===== src/rtl/ram_arbiter_pkg.sv =====
// Shared definitions for the data-RAM arbiter and its round-robin picker.
package ram_arbiter_pkg;

  // Lock FSM encoding: IDLE arbitrates freely, OWNx reserves the RAM for master x.
  typedef enum logic [1:0] {
    IDLE = 2'd0,
    OWN0 = 2'd1,
    OWN1 = 2'd2
  } arb_state_e;

  // Master indices into the req/gnt/rd_owner vectors.
  localparam int M0 = 0;
  localparam int M1 = 1;

  // Byte-address bits below the RAM word address.
  localparam int BYTE_OFS = 2;

endpackage


===== src/rtl/arb_rr2.sv =====
// Two-way round-robin picker: a lone requester wins, and on a tie the master
// that was not granted last wins. Purely combinational.
module arb_rr2
  import ram_arbiter_pkg::*;
(
  input  logic [1:0] req_i,
  input  logic       last_i,
  output logic [1:0] gnt_o
);

  // One-hot grant; last_i = 1 means M1 was granted last, so M0 wins a tie.
  always_comb begin
    gnt_o = 2'b00;
    if (req_i[M0] && (!req_i[M1] || last_i)) begin
      gnt_o[M0] = 1'b1;
    end else if (req_i[M1]) begin
      gnt_o[M1] = 1'b1;
    end
  end

endmodule


===== src/rtl/ram_arbiter.sv =====
// Shares the single-port, byte-lane data RAM between the core data port (m0)
// and the debug/loader master (m1). Round-robin arbitration with a bounded
// bus lock; read ownership is registered so each returning word reaches the
// master that issued the read.
module ram_arbiter
  import ram_arbiter_pkg::*;
#(
  parameter int ADDR_W   = 32,
  parameter int RAM_AW   = 10,
  parameter int LOCK_MAX = 16
) (
  input  logic              clk,
  input  logic              rst,

  input  logic              m0_req,
  input  logic              m0_we,
  input  logic [3:0]        m0_be,
  input  logic [ADDR_W-1:0] m0_addr,
  input  logic [31:0]       m0_wdata,
  input  logic              m0_lock,
  output logic              m0_gnt,
  output logic              m0_rvalid,
  output logic [31:0]       m0_rdata,

  input  logic              m1_req,
  input  logic              m1_we,
  input  logic [3:0]        m1_be,
  input  logic [ADDR_W-1:0] m1_addr,
  input  logic [31:0]       m1_wdata,
  input  logic              m1_lock,
  output logic              m1_gnt,
  output logic              m1_rvalid,
  output logic [31:0]       m1_rdata,

  output logic              ram_en,
  output logic [3:0]        ram_we,
  output logic [RAM_AW-1:0] ram_addr,
  output logic [31:0]       ram_wdata,
  input  logic [31:0]       ram_rdata
);

  // A zero LOCK_MAX disables locking; keep the counter one bit wide then.
  localparam int               CNT_W      = (LOCK_MAX > 0) ? $clog2(LOCK_MAX + 1) : 1;
  localparam logic [CNT_W-1:0] LOCK_MAX_C = CNT_W'(LOCK_MAX);
  localparam bit               LOCK_EN    = (LOCK_MAX > 0);

  arb_state_e       state_q,    state_d;
  logic             last_q,     last_d;
  logic [CNT_W-1:0] lock_cnt_q, lock_cnt_d;
  logic [1:0]       rd_owner_q, rd_owner_d;

  logic [1:0] req;
  logic [1:0] rr_gnt;
  logic [1:0] gnt;
  logic       owned;
  logic       owner;
  logic       forced;
  logic       free_arb;
  logic       pick_last;
  logic       sel;
  logic       any_gnt;
  logic       sel_we;
  logic       sel_lock;
  logic [3:0] sel_be;

  // Only the word-address bits reach the RAM; misaligned bytes are ignored.
  logic unused_addr;
  assign unused_addr = ^{m0_addr[ADDR_W-1:RAM_AW+BYTE_OFS], m0_addr[BYTE_OFS-1:0],
                         m1_addr[ADDR_W-1:RAM_AW+BYTE_OFS], m1_addr[BYTE_OFS-1:0]};

  // Lock bookkeeping: when the owner hits LOCK_MAX or stops requesting, the
  // cycle falls back to free arbitration with the other master favoured.
  always_comb begin
    req       = {m1_req, m0_req};
    owned     = (state_q == OWN0) || (state_q == OWN1);
    owner     = (state_q == OWN1);
    forced    = owned && (lock_cnt_q == LOCK_MAX_C);
    free_arb  = !owned || forced || !req[owner];
    pick_last = forced ? owner : last_q;
  end

  arb_rr2 u_rr (
    .req_i  (req),
    .last_i (pick_last),
    .gnt_o  (rr_gnt)
  );

  // Final grant and the RAM request mux; everything is suppressed in reset.
  always_comb begin
    gnt = 2'b00;
    if (!rst) begin
      if (free_arb) begin
        gnt = rr_gnt;
      end else begin
        gnt[owner] = 1'b1;
      end
    end
    any_gnt   = |gnt;
    sel       = gnt[M1];
    sel_we    = sel ? m1_we   : m0_we;
    sel_be    = sel ? m1_be   : m0_be;
    sel_lock  = sel ? m1_lock : m0_lock;
    ram_en    = any_gnt;
    ram_we    = (any_gnt && sel_we) ? sel_be : 4'b0000;
    ram_addr  = sel ? m1_addr[RAM_AW+BYTE_OFS-1:BYTE_OFS] : m0_addr[RAM_AW+BYTE_OFS-1:BYTE_OFS];
    ram_wdata = sel ? m1_wdata : m0_wdata;
    m0_gnt    = gnt[M0];
    m1_gnt    = gnt[M1];
  end

  // Next state: lock entry only from free arbitration, except that the owner
  // just forced off cannot immediately re-lock in the release cycle.
  always_comb begin
    state_d    = state_q;
    last_d     = last_q;
    lock_cnt_d = lock_cnt_q;
    rd_owner_d = 2'b00;
    if (any_gnt) begin
      last_d = sel;
      if (!sel_we) begin
        rd_owner_d = gnt;
      end
      if (free_arb) begin
        if (LOCK_EN && sel_lock && !(forced && (sel == owner))) begin
          state_d    = sel ? OWN1 : OWN0;
          lock_cnt_d = CNT_W'(1);
        end else begin
          state_d    = IDLE;
          lock_cnt_d = '0;
        end
      end else if (sel_lock) begin
        lock_cnt_d = lock_cnt_q + 1'b1;
      end else begin
        state_d    = IDLE;
        lock_cnt_d = '0;
      end
    end else begin
      state_d    = IDLE;
      lock_cnt_d = '0;
    end
  end

  // State registers; reset also drops any read still in flight.
  always_ff @(posedge clk) begin
    if (rst) begin
      state_q    <= IDLE;
      last_q     <= 1'b1;
      lock_cnt_q <= '0;
      rd_owner_q <= 2'b00;
    end else begin
      state_q    <= state_d;
      last_q     <= last_d;
      lock_cnt_q <= lock_cnt_d;
      rd_owner_q <= rd_owner_d;
    end
  end

  // Read return: route the RAM word to the recorded owner, zero elsewhere.
  always_comb begin
    m0_rvalid = rd_owner_q[M0] && !rst;
    m1_rvalid = rd_owner_q[M1] && !rst;
    m0_rdata  = m0_rvalid ? ram_rdata : 32'h0;
    m1_rdata  = m1_rvalid ? ram_rdata : 32'h0;
  end

endmodule

===== config.mk =====
export PLATFORM = sky130hd
export DESIGN_NAME = ram_arbiter
export DESIGN_NICKNAME = d
export VERILOG_FILES = /design/src/rtl/ram_arbiter_pkg.sv /design/src/rtl/arb_rr2.sv /design/src/rtl/ram_arbiter.sv
export SDC_FILE = /design/constraint.sdc
export NUM_CORES = 1
export LEC_CHECK = 0
export CORE_AREA = 4 4 110 112
export DETAILED_ROUTE_END_ITERATION = 16
export DIE_AREA = 0 0 114 116
export PLACE_DENSITY = 0.7
export SLEW_MARGIN = 40
export SYNTH_ARGS = -nofsm -noshare
export SYNTH_HDL_FRONTEND = slang
export SYNTH_SLANG_ARGS = --single-unit

===== constraint.sdc =====
create_clock -name clk -period 6.85 [get_ports clk]
set_input_delay 1.37 -clock clk [delete_from_list [all_inputs] [get_ports clk]]
set_output_delay 1.37 -clock clk [all_outputs]
set_load 0.05 [all_outputs]

---- Yosys cells after proc, flatten, opt, wreduce, memory -nomap -nowiden ----
Index checks and enable logic that the tools add are counted.
cells by class
  add/sub/neg operators ................... 1
  $mul .................................... 0
  divide/modulo/power cells ............... 0
  $lt $le $gt $ge ......................... 2
  equality and inequality tests ........... 5
  shifts and indexed selects .............. 0
  mux-type cells .......................... 25
  bitwise logic cells ..................... 1
  reduce and logical (&&, ||, !) cells .... 20
operator list
  cell                                                                   count
  32-bit two-way mux                                                     3
  2-bit two-way mux                                                      6
  1-bit two-way mux                                                      10
  10-bit two-way mux                                                     1
  5-bit two-way mux                                                      2
  1-bit logical AND                                                      8
  4-bit two-way mux                                                      2
  5-bit by 1-bit adder with 5-bit output, second input constant          1
  5-bit equality test, second input constant                             1
  1-bit zero test                                                        5
  1-bit logical OR                                                       4
  2-bit OR reduction                                                     2
  3-bit OR reduction                                                     1
  2-bit by 1-bit equality test with 1-bit output, second input constant  1
  2-bit equality test, second input constant                             1
  1-bit by 2-bit < comparator with 1-bit output, second input constant   1
  2-bit != test, second input constant                                   1
  1-bit demux with 1-bit select                                          1
  1-bit equality test                                                    1
  1-bit greater-or-equal comparator, second input constant               1
  1-bit inverter                                                         1
storage, ports and cells
  register bits ........................... 10
  bits in latches ......................... 0
  bits in writable memories ............... 0
  ROM bits ................................ 0
  input bits .............................. 176
  output and inout port bits .............. 115
  logic and storage cells ................. 58
  memories ................................ 0

---- Depth between registers and ports, before layout ----
Gate-level depths: netlist of run 1.
  word-level depth ........................ 15
  depth in mapped cells ................... 10
  gate-level depth less buffers ........... 7

---- Cells and area by module ----
Synthesis of run 1 repeated with hierarchy kept, for this count alone.
unflattened totals
  cell total of the unflattened synthesis .. 203
  area total of the unflattened synthesis .. 1844.3 um^2
by module, submodules not included
  module       times used  cells each  area each (um^2)  seq. area each (um^2)
  ram_arbiter  1           200         1825.5            200.2
  arb_rr2      1           3           18.8              0.0

---- Least setup slack after synthesis of run 1 ----
Ideal clock, no wire load.
  path kind ............................... input-to-output
  start ................................... input m1_req
  end ..................................... output ram_we[0]
  arrival time ............................ 3124 ps
  data required time ...................... 5480 ps
  slack ................................... 2356 ps
  stages on the path ...................... 8
  path buffers ............................ 3
  cell sequence ........................... buf_2 > nor2b_1 > o21ai_0 > nand2_2 > buf_6 > buf_8 > mux2i_1 > nor2_1
on the way
  longest elaborated chain between the ends .. 9
  elaborated cells between the ends (all ways) .. 17
  classes of those cells .................. mux: 10; reduce/logical: 7
ends and longest elaborated chain
  element                                                                      RTL line                               RTL
  from (decl)                                                                  ram_arbiter.sv:25                      input logic m1_req,
  1-bit two-way mux (not written as such) or 1-bit zero test (tied branches)   ram_arbiter.sv:78, arb_rr2.sv:14
  1-bit two-way mux (not written as such) or 1-bit logical OR (tied branches)  ram_arbiter.sv:78, arb_rr2.sv:14
  1-bit zero test or 1-bit logical AND (tied branches)                         ram_arbiter.sv:78, arb_rr2.sv:14
  1-bit logical OR or 1-bit two-way mux (tied branches)                        ram_arbiter.sv:78, arb_rr2.sv:14
  2-bit two-way mux (*)                                                        ram_arbiter.sv:92                      if (free_arb) begin
  2-bit two-way mux (*)                                                        ram_arbiter.sv:91                      if (!rst) begin
  via m1_gnt                                                                   ram_arbiter.sv:31                      output logic m1_gnt,
  2-bit OR reduction or 1-bit two-way mux (tied branches)                      ram_arbiter.sv:98, ram_arbiter.sv:100
  1-bit logical AND                                                            ram_arbiter.sv:104                     ram_we = (any_gnt && sel_we) ? sel_be : 4'b0000;
  4-bit two-way mux (*)                                                        ram_arbiter.sv:104
  to (decl)                                                                    ram_arbiter.sv:36                      output logic [3:0] ram_we,
Mark *: on every way through the listed nets, which the timed path passes. The rest lies on a longest branch. The select of a mux whose other input is x is not followed.

---- Final worst setup path of run 1 ----
  start ................................... input m1_req
  end ..................................... output ram_addr[4]
on the way
  longest elaborated chain between the ends .. 7
  elaborated cells between the ends (all ways) .. 12
  classes of those cells .................. mux: 7; reduce/logical: 5
ends and longest elaborated chain
  element                                                                      RTL line                          RTL
  1-bit two-way mux (not written as such) or 1-bit zero test (tied branches)   ram_arbiter.sv:78, arb_rr2.sv:14
  1-bit two-way mux (not written as such) or 1-bit logical OR (tied branches)  ram_arbiter.sv:78, arb_rr2.sv:14
  1-bit zero test or 1-bit logical AND (tied branches)                         ram_arbiter.sv:78, arb_rr2.sv:14
  1-bit logical OR or 1-bit two-way mux (tied branches)                        ram_arbiter.sv:78, arb_rr2.sv:14
  2-bit two-way mux (*)                                                        ram_arbiter.sv:92
  2-bit two-way mux (*)                                                        ram_arbiter.sv:91
  10-bit two-way mux (*)                                                       ram_arbiter.sv:105                ram_addr = sel ? m1_addr[RAM_AW+BYTE_OFS-1:BYTE_OFS] : m0_addr[RAM_AW+BYTE_OFS-1:BYTE_OFS];
  to (decl)                                                                    ram_arbiter.sv:37                 output logic [RAM_AW-1:0] ram_addr,
Every way passes the cells marked *; elsewhere a longest branch is shown, timed or not. The select of a mux whose other input is x is not followed.

==> run_results.csv, run 1 <==
group,metric,value,unit
logic_synthesis,synth_cell_type_count,36,
global_routing,grt_max_degree,37,
final_layout,finalInstanceArea,0.004330,mm²
die,die_h,116,µm
cts,cts_hold_buf,0,
pwr,irDropWorstVdd,0.00006989,V
sta,fmax,175.4,MHz
cts,clock_path_buffers,2,
final_layout,drive_gt1_share,11.66,%
cts,post_cts_resized,0,
place,dpl_cell_area,0.004255,mm²
worst_hold_path,holdCritPathClass,"reg -> reg",
sta,worst_clock_skew,0.9213,ps
worst_setup_path,start_kind,"input pin",
cts,cts_buffers,3,
logic_synthesis,seq_area_frac_synth,12.08,%
pwr,p_leak,1.625,nW
logic_synthesis,synth.most_common_cell,"and2_1",
die,ios,291,
worst_setup_path,cp-endpoint,"ram_addr[4]",
final_layout,num-nets-final,627,
logic_synthesis,synth_area_leaders,"mux2_2 26%, and2_1 25%, dfxtp_1 12%",
sta,fin_hold_ws,482.2,ps
cts,path_clk_slew,40,ps
worst_setup_path,cp.required,5480,ps
die,fp.dieW,114,µm
cts,htree_levels,1,
status,status,"complete, no violations",
die,start_util,14.77,%
global_routing,grt.overflow.total,0,
worst_setup_path,r2r-end,"state_q[0]$_SDFFE_PP0P_",
place,dp_hpwl,8.038,mm
die,dieArea,0.01322,mm²
logic_synthesis,ys_top_cells_by_count,"65 x and2_1, 39 x mux2_2, 12 x nor2_1",
final_layout,antennaDiodeCount,0,
pwr,power.density,105.2,mW/mm²
cts,cts_tree,"done",
place,port_buffers,246,
logic_synthesis,synth_top_area_cell,"mux2_2",
routing,routed_via_density,4.070,
sta,tightest_slew,569.3,ps
global_routing,grtUsageTotal,12.31,%
place,gp_congestion,0.7665,
final_layout,syn2layout_area_growth,161.2,%
worst_setup_path,reg2reg_setup_slack,4850,ps
worst_setup_path,r2r-start,"lock_cnt_q[0]$_SDFF_PP0_",
sta,relSlewSlack,61.92,%
cts,clock-sinks,10,
sta,rsz0062_at_grt,"no",
logic_synthesis,synth_edf_count,0,
logic_synthesis,synth_top_area_share,26.49,%
sta,finalMaxSlewViolations,0,
die,rows,39,
cts,cts_setup_buffers,0,
sta,period_share,83.24,%
worst_setup_path,crit_fanout,36,
sta,setup_tns,0,ps
global_routing,grt_pass1_vias,2572,
routing,drt-wirelength-per-cell,14.99,µm
pwr,p_int,0.0002770,W
routing,dr.pass1.iters,4,
sta,min_period,5702,ps
die,coreArea,0.01122,mm²
cts,clk_latency,230,ps
routing,drc_errors,0,
pwr,switching_share,39.17,%
worst_setup_path,crit_start,"m1_req",
pwr,p_clk_share,21.6,%
pwr,seqPwrFrac,13.6,%
worst_setup_path,worstSetupEndpointType,"output port",
sta,final_hold_viol_count,0,
global_routing,grt_pass1_wl,13.08,mm
routing,drt_wl_total,8.830,mm
final_layout,final_core_utilization,38.58,%
place,dp_cells,586,
cts,root_buffer,"clkbuf_16",
logic_synthesis,syn_nets,386,
routing,ant_nets,0,
pwr,combinationalPowerShare,64.9,%
routing,dr.first_iter.drc_count,95,
logic_synthesis,synth_cells,207,
global_routing,antenna_found_initial,0,
logic_synthesis,synth_area,0.001658,mm²
logic_synthesis,avgSynthCellArea,8.009,µm²
logic_synthesis,synth_warnings,0,
logic_synthesis,ys_seq_elements,10,
logic_synthesis,synth_top_flop_cell,"dfxtp_1",
pwr,p_sw,0.0001783,W
logic_synthesis,synthArstFlopShare,0,%
sta,finalSetupViolCount,0,
routing,vias,2397,
worst_setup_path,rr_worst_depth,8,
worst_setup_path,worstPathArrival,4330,ps
worst_setup_path,critPathKind,"in -> out",
final_layout,fin_cells,589,
run,maxCapViolations,0,
==> per-layer routing <==
layer / GRT usage [%] / wire [µm] / vias up
met1: 11.21 / 2731 / 1054
met5: 0 / 0 / -
met4: 1.504 / 74 / 0
met3: 5.117 / 1290 / 4
met2: 25.68 / 4733 / 170
li1: - / - / 1169
==> registers in the layout, summed over array words and instances (netlist names) <==
| name | flops |
|---|---|
| state_q | 2 |
| lock_cnt_q | 5 |
| last_q | 1 |
| rd_owner_q | 2 |
==> critical path, cell delays in order <==
cell,delay [ps]
clkdlybuf4s50_1,670
nor2b_1,350
o21ai_0,210
nand2_2,340
buf_12,260
mux2_2,370
clkdlybuf4s50_1,730
==> area by class of cell <==
type,instances,area [µm²]
fill,1121,6893
timing repair buffer,250,2505
multi-input combinational,174,1338
sequential,10,200.2
tap,143,178.9
clock buffer,3,75.07
inverter,9,33.78
==> layout by cell type (no fill, tap or decap), types with 2 or more instances in the layout <==
master           synthesis  routed
a21oi_1                  4       4
and2_1                  65      65
and3_1                   2       2
buf_4                    3       3
clkbuf_16                0       3
clkdlybuf4s50_1          0     246
dfxtp_1                 10      10
ha_1                     3       3
inv_1                    9       9
mux2_2                  39      39
mux2_4                   3       3
mux2i_1                  7       7
nand2_1                  6       6
nand3_1                  3       3
nor2_1                  12      12
nor2b_1                  5       5
nor4bb_1                 2       2
o21ai_0                  3       3
o21ai_1                  2       2
o22ai_1                  2       2
xnor2_1                  2       2
xor2_1                   2       2
==> kinds of logic after synthesis <==
| kind of cell | synth area share, % |
|---|---|
| buffers and inverters | 7.244 |
| xor gates and xnor gates | 2.114 |
| adders and majority gates | 2.264 |
| AOI/OAI and AO/OA | 6.793 |
| muxes | 33.43 |
| DFF | 12.08 |
| and+or+nand+nor | 36.08 |
==> worst min-delay path by stage <==
| stage | end | slack, ps | cells past startpoint | start |
|---|---|---|---|---|
| 2_1_floorplan | state_q[1]$_SDFFE_PP0P_ | 440 | 2 | state_q[1]$_SDFFE_PP0P_ |
| 3_3_place_gp | state_q[1]$_SDFFE_PP0P_ | 450 | 2 | state_q[1]$_SDFFE_PP0P_ |
| 3_5_place_dp | state_q[1]$_SDFFE_PP0P_ | 480 | 2 | state_q[1]$_SDFFE_PP0P_ |
| 4_1_cts | state_q[1]$_SDFFE_PP0P_ | 490 | 2 | state_q[1]$_SDFFE_PP0P_ |
| 5_1_grt | state_q[1]$_SDFFE_PP0P_ | 520 | 2 | state_q[1]$_SDFFE_PP0P_ |
| 6_report | state_q[1]$_SDFFE_PP0P_ | 480 | 2 | state_q[1]$_SDFFE_PP0P_ |
==> power by group through the flow <==
| stage | sequential, W | clock [W] | combinational [W] |
|---|---|---|---|
| after floorplan | 0.0000623 | 0 | 0.000156 |
| after global placement | 0.0000626 | 0 | 0.000296 |
| after detailed placement | 0.0000626 | 0 | 0.000298 |
| after CTS | 0.0000618 | 0.0000996 | 0.000299 |
| after global routing | 0.0000620 | 0.000103 | 0.000310 |
| final | 0.0000618 | 0.0000982 | 0.000295 |
==> per-stage QoR <==
| stage | power (W) | setup WS (ps) |
|---|---|---|
| finish | 0.0004554 | 1148 |
| global route | 0.0004750 | 991.3 |
| CTS | 0.0004603 | 1139 |
| detailed placement | 0.0003602 | 1158 |
| global placement | 0.0003586 | 1204 |
| floorplan | 0.0002182 | 2356 |
Note: power is estimated with default switching activity, not from simulation.
==> run 2, diff against run 1 <==
--- a/config.mk
+++ b/config.mk
@@ -5,10 +5,10 @@
 export SDC_FILE = /design/constraint.sdc
 export NUM_CORES = 1
 export LEC_CHECK = 0
-export CORE_AREA = 4 4 110 112
+export CORE_AREA = 4 4 111 113
 export DETAILED_ROUTE_END_ITERATION = 16
-export DIE_AREA = 0 0 114 116
-export PLACE_DENSITY = 0.7
+export DIE_AREA = 0 0 115 117
+export PLACE_DENSITY = 0.71
 export SLEW_MARGIN = 40
 export SYNTH_ARGS = -nofsm -noshare
 export SYNTH_HDL_FRONTEND = slang
==> constraint.sdc (replaced) <==
create_clock -name clk -period 4.6 [get_ports clk]
set_input_delay 0.92 -clock clk [delete_from_list [all_inputs] [get_ports clk]]
set_output_delay 0.92 -clock clk [all_outputs]
set_load 0.05 [all_outputs]
==> run_results.csv, run 2 (synthesized netlist as in run 1, its figures left out) <==
group,metric,value,unit
routing,drc_errors,0,
final_layout,fillers,1111,
final_layout,largest_register_ffs,5,
global_routing,grt.overflow.total,0,
sta,worst_slack,475.0,ps
sta,worst_clock_skew,1.060,ps
final_layout,multi_input_area,0.001338,mm²
final_layout,final_cell_mix,"133 x clkdlybuf4s50_1, 106 x buf_4, 65 x and2_1, 39 x mux2_2",
cts,post_cts_resized,0,
cts,cts_setup_buffers,0,
place,port_buffers,246,
cts,root_buffer,"clkbuf_16",
global_routing,grtUsageTotal,11.06,%
sta,finalMaxSlewViolations,0,
place,dp_cells,587,
final_layout,num-nets-final,628,
sta,rsz0062_at_grt,"no",
pwr,irDropWorstVdd,0.0001037,V
sta,fmax,242.4,MHz
final_layout,final-seq-area,200.2,µm²
sta,min_period,4125,ps
worst_setup_path,r2r-start,"lock_cnt_q[0]$_SDFF_PP0_",
routing,drt-wirelength-per-cell,13.94,µm
final_layout,top_register,"lock_cnt_q",
worst_setup_path,cp.required,3680,ps
worst_setup_path,worstSetupEndpointType,"output port",
die,dieArea,0.01346,mm²
global_routing,grt_max_degree,40,
worst_setup_path,critPathKind,"in -> out",
sta,final_hold_viol_count,0,
final_layout,antennaDiodeCount,0,
die,ios,291,
final_layout,reg_top3,"lock_cnt_q: 5 flops, rd_owner_q: 2 flops, state_q: 2 flops",
routing,routed_via_density,4.092,
worst_setup_path,r2r-end,"lock_cnt_q[0]$_SDFF_PP0_",
cts,cts_buffers,3,
cts,clk_latency,230,ps
routing,ant_nets,0,
worst_hold_path,min_from,"state_q[1]$_SDFFE_PP0P_",
global_routing,antenna_found_initial,0,
cts,clock-sinks,10,
worst_setup_path,crit_fanout,39,
worst_hold_path,holdCritPathClass,"reg -> reg",
die,coreArea,0.01132,mm²
sta,period_share,89.67,%
final_layout,layout.cells.most_common,"clkdlybuf4s50_1",
place,gp_congestion,0.8484,
worst_hold_path,hold_path_depth,2,
worst_setup_path,reg2reg_setup_slack,2590,ps
status,status,"complete, no violations",
routing,vias,2414,
cts,path_clk_slew,40,ps
sta,setup_tns,0,ps
worst_setup_path,rr_worst_depth,8,
routing,dr.pass1.iters,4,
sta,relSlewSlack,67.14,%
cts,htree_levels,1,
pwr,p_leak,1.849,nW
place,dp_hpwl,7.484,mm
place,post-place-ws,477.8,ps
cts,cts_hold_buf,0,
worst_setup_path,start_kind,"input pin",
routing,drt_wl_total,8.223,mm
final_layout,syn2layout_area_growth,152.9,%
worst_hold_path,worstHoldEndpoint,"state_q[1]$_SDFFE_PP0P_",
worst_setup_path,worstPathArrival,3210,ps
pwr,power.density,162.1,mW/mm²
cts,clock_path_buffers,2,
sta,finalSetupViolCount,0,
die,fp.dieW,115,µm
die,start_util,14.64,%
die,rows,39,
run,maxCapViolations,0,
sta,tightest_slew,491.3,ps
cts,cts_tree,"done",
global_routing,grt_pass1_vias,2508,
final_layout,fin_cells,590,
global_routing,grt_pass1_wl,12.16,mm
die,die_h,117,µm
final_layout,drive_gt1_share,37.14,%
routing,dr.first_iter.drc_count,107,
run 2: changes by cell type in the layout (fill, tap and decap cells not counted):
cell / change
clkdlybuf4s50_1: -113
buf_4: +103
buf_12: +11
run 2: where the power goes:
part | internal (W) | switching (W) | total [W]
Combinational | 0.000209 | 0.000230 | 0.000439
Clock | 0.000112 | 0.0000363 | 0.000149
Sequential | 0.0000902 | 0.00000190 | 0.0000921
Total | 0.000412 | 0.000268 | 0.000680
run 2: area by class of cell:
type / count / area share [%]
flip-flops and latches: 10 / 4.775
well taps: 143 / 4.267
clock buffers: 3 / 1.791
multi-input cells: 174 / 31.90
inverters: 9 / 0.8057
repair buffers: 251 / 56.46
run 2: worst max path at each step:
stage | startpoint | to | slack, ps | cells past startpoint
2_1_floorplan | m1_req | ram_we[0] | 1010 | 8
3_3_place_gp | m1_req | ram_wdata[11] | 540 | 7
3_5_place_dp | m1_req | ram_wdata[11] | 480 | 7
4_1_cts | m1_req | ram_wdata[11] | 450 | 7
5_1_grt | m1_req | ram_wdata[2] | 280 | 7
6_report | m1_req | ram_wdata[11] | 470 | 7
run 2: metrics by stage:
| stage | hold slack [ps] | util (%) | area (µm²) | total power, W |
|---|---|---|---|---|
| after floorplan | 438.0 | - | 1658 | 0.0003249 |
| after global placement | 451.0 | 36.37 | 4118 | 0.0005323 |
| after detailed placement | 468.8 | 36.37 | 4118 | 0.0005360 |
| after CTS | 474.6 | 37.04 | 4193 | 0.0006882 |
| after global routing | 504.6 | 37.04 | 4193 | 0.0007095 |
| final | 471.0 | 37.04 | 4193 | 0.0006797 |
run 2: routing by layer:
layer | routed length, µm | track usage [%] | up-vias
met3 | 1095 | 2.828 | 3
met5 | 0 | 0 | -
met2 | 4241 | 22.03 | 179
met4 | 36 | 1.878 | 0
met1 | 2851 | 11.76 | 1055
li1 | - | - | 1177
run 2: critical path, cell delays in order:
cell	delay (ps)
clkdlybuf4s50_1	660
nor2b_1	350
o21ai_0	210
nand2_2	220
buf_12	250
mux2_2	380
buf_4	190
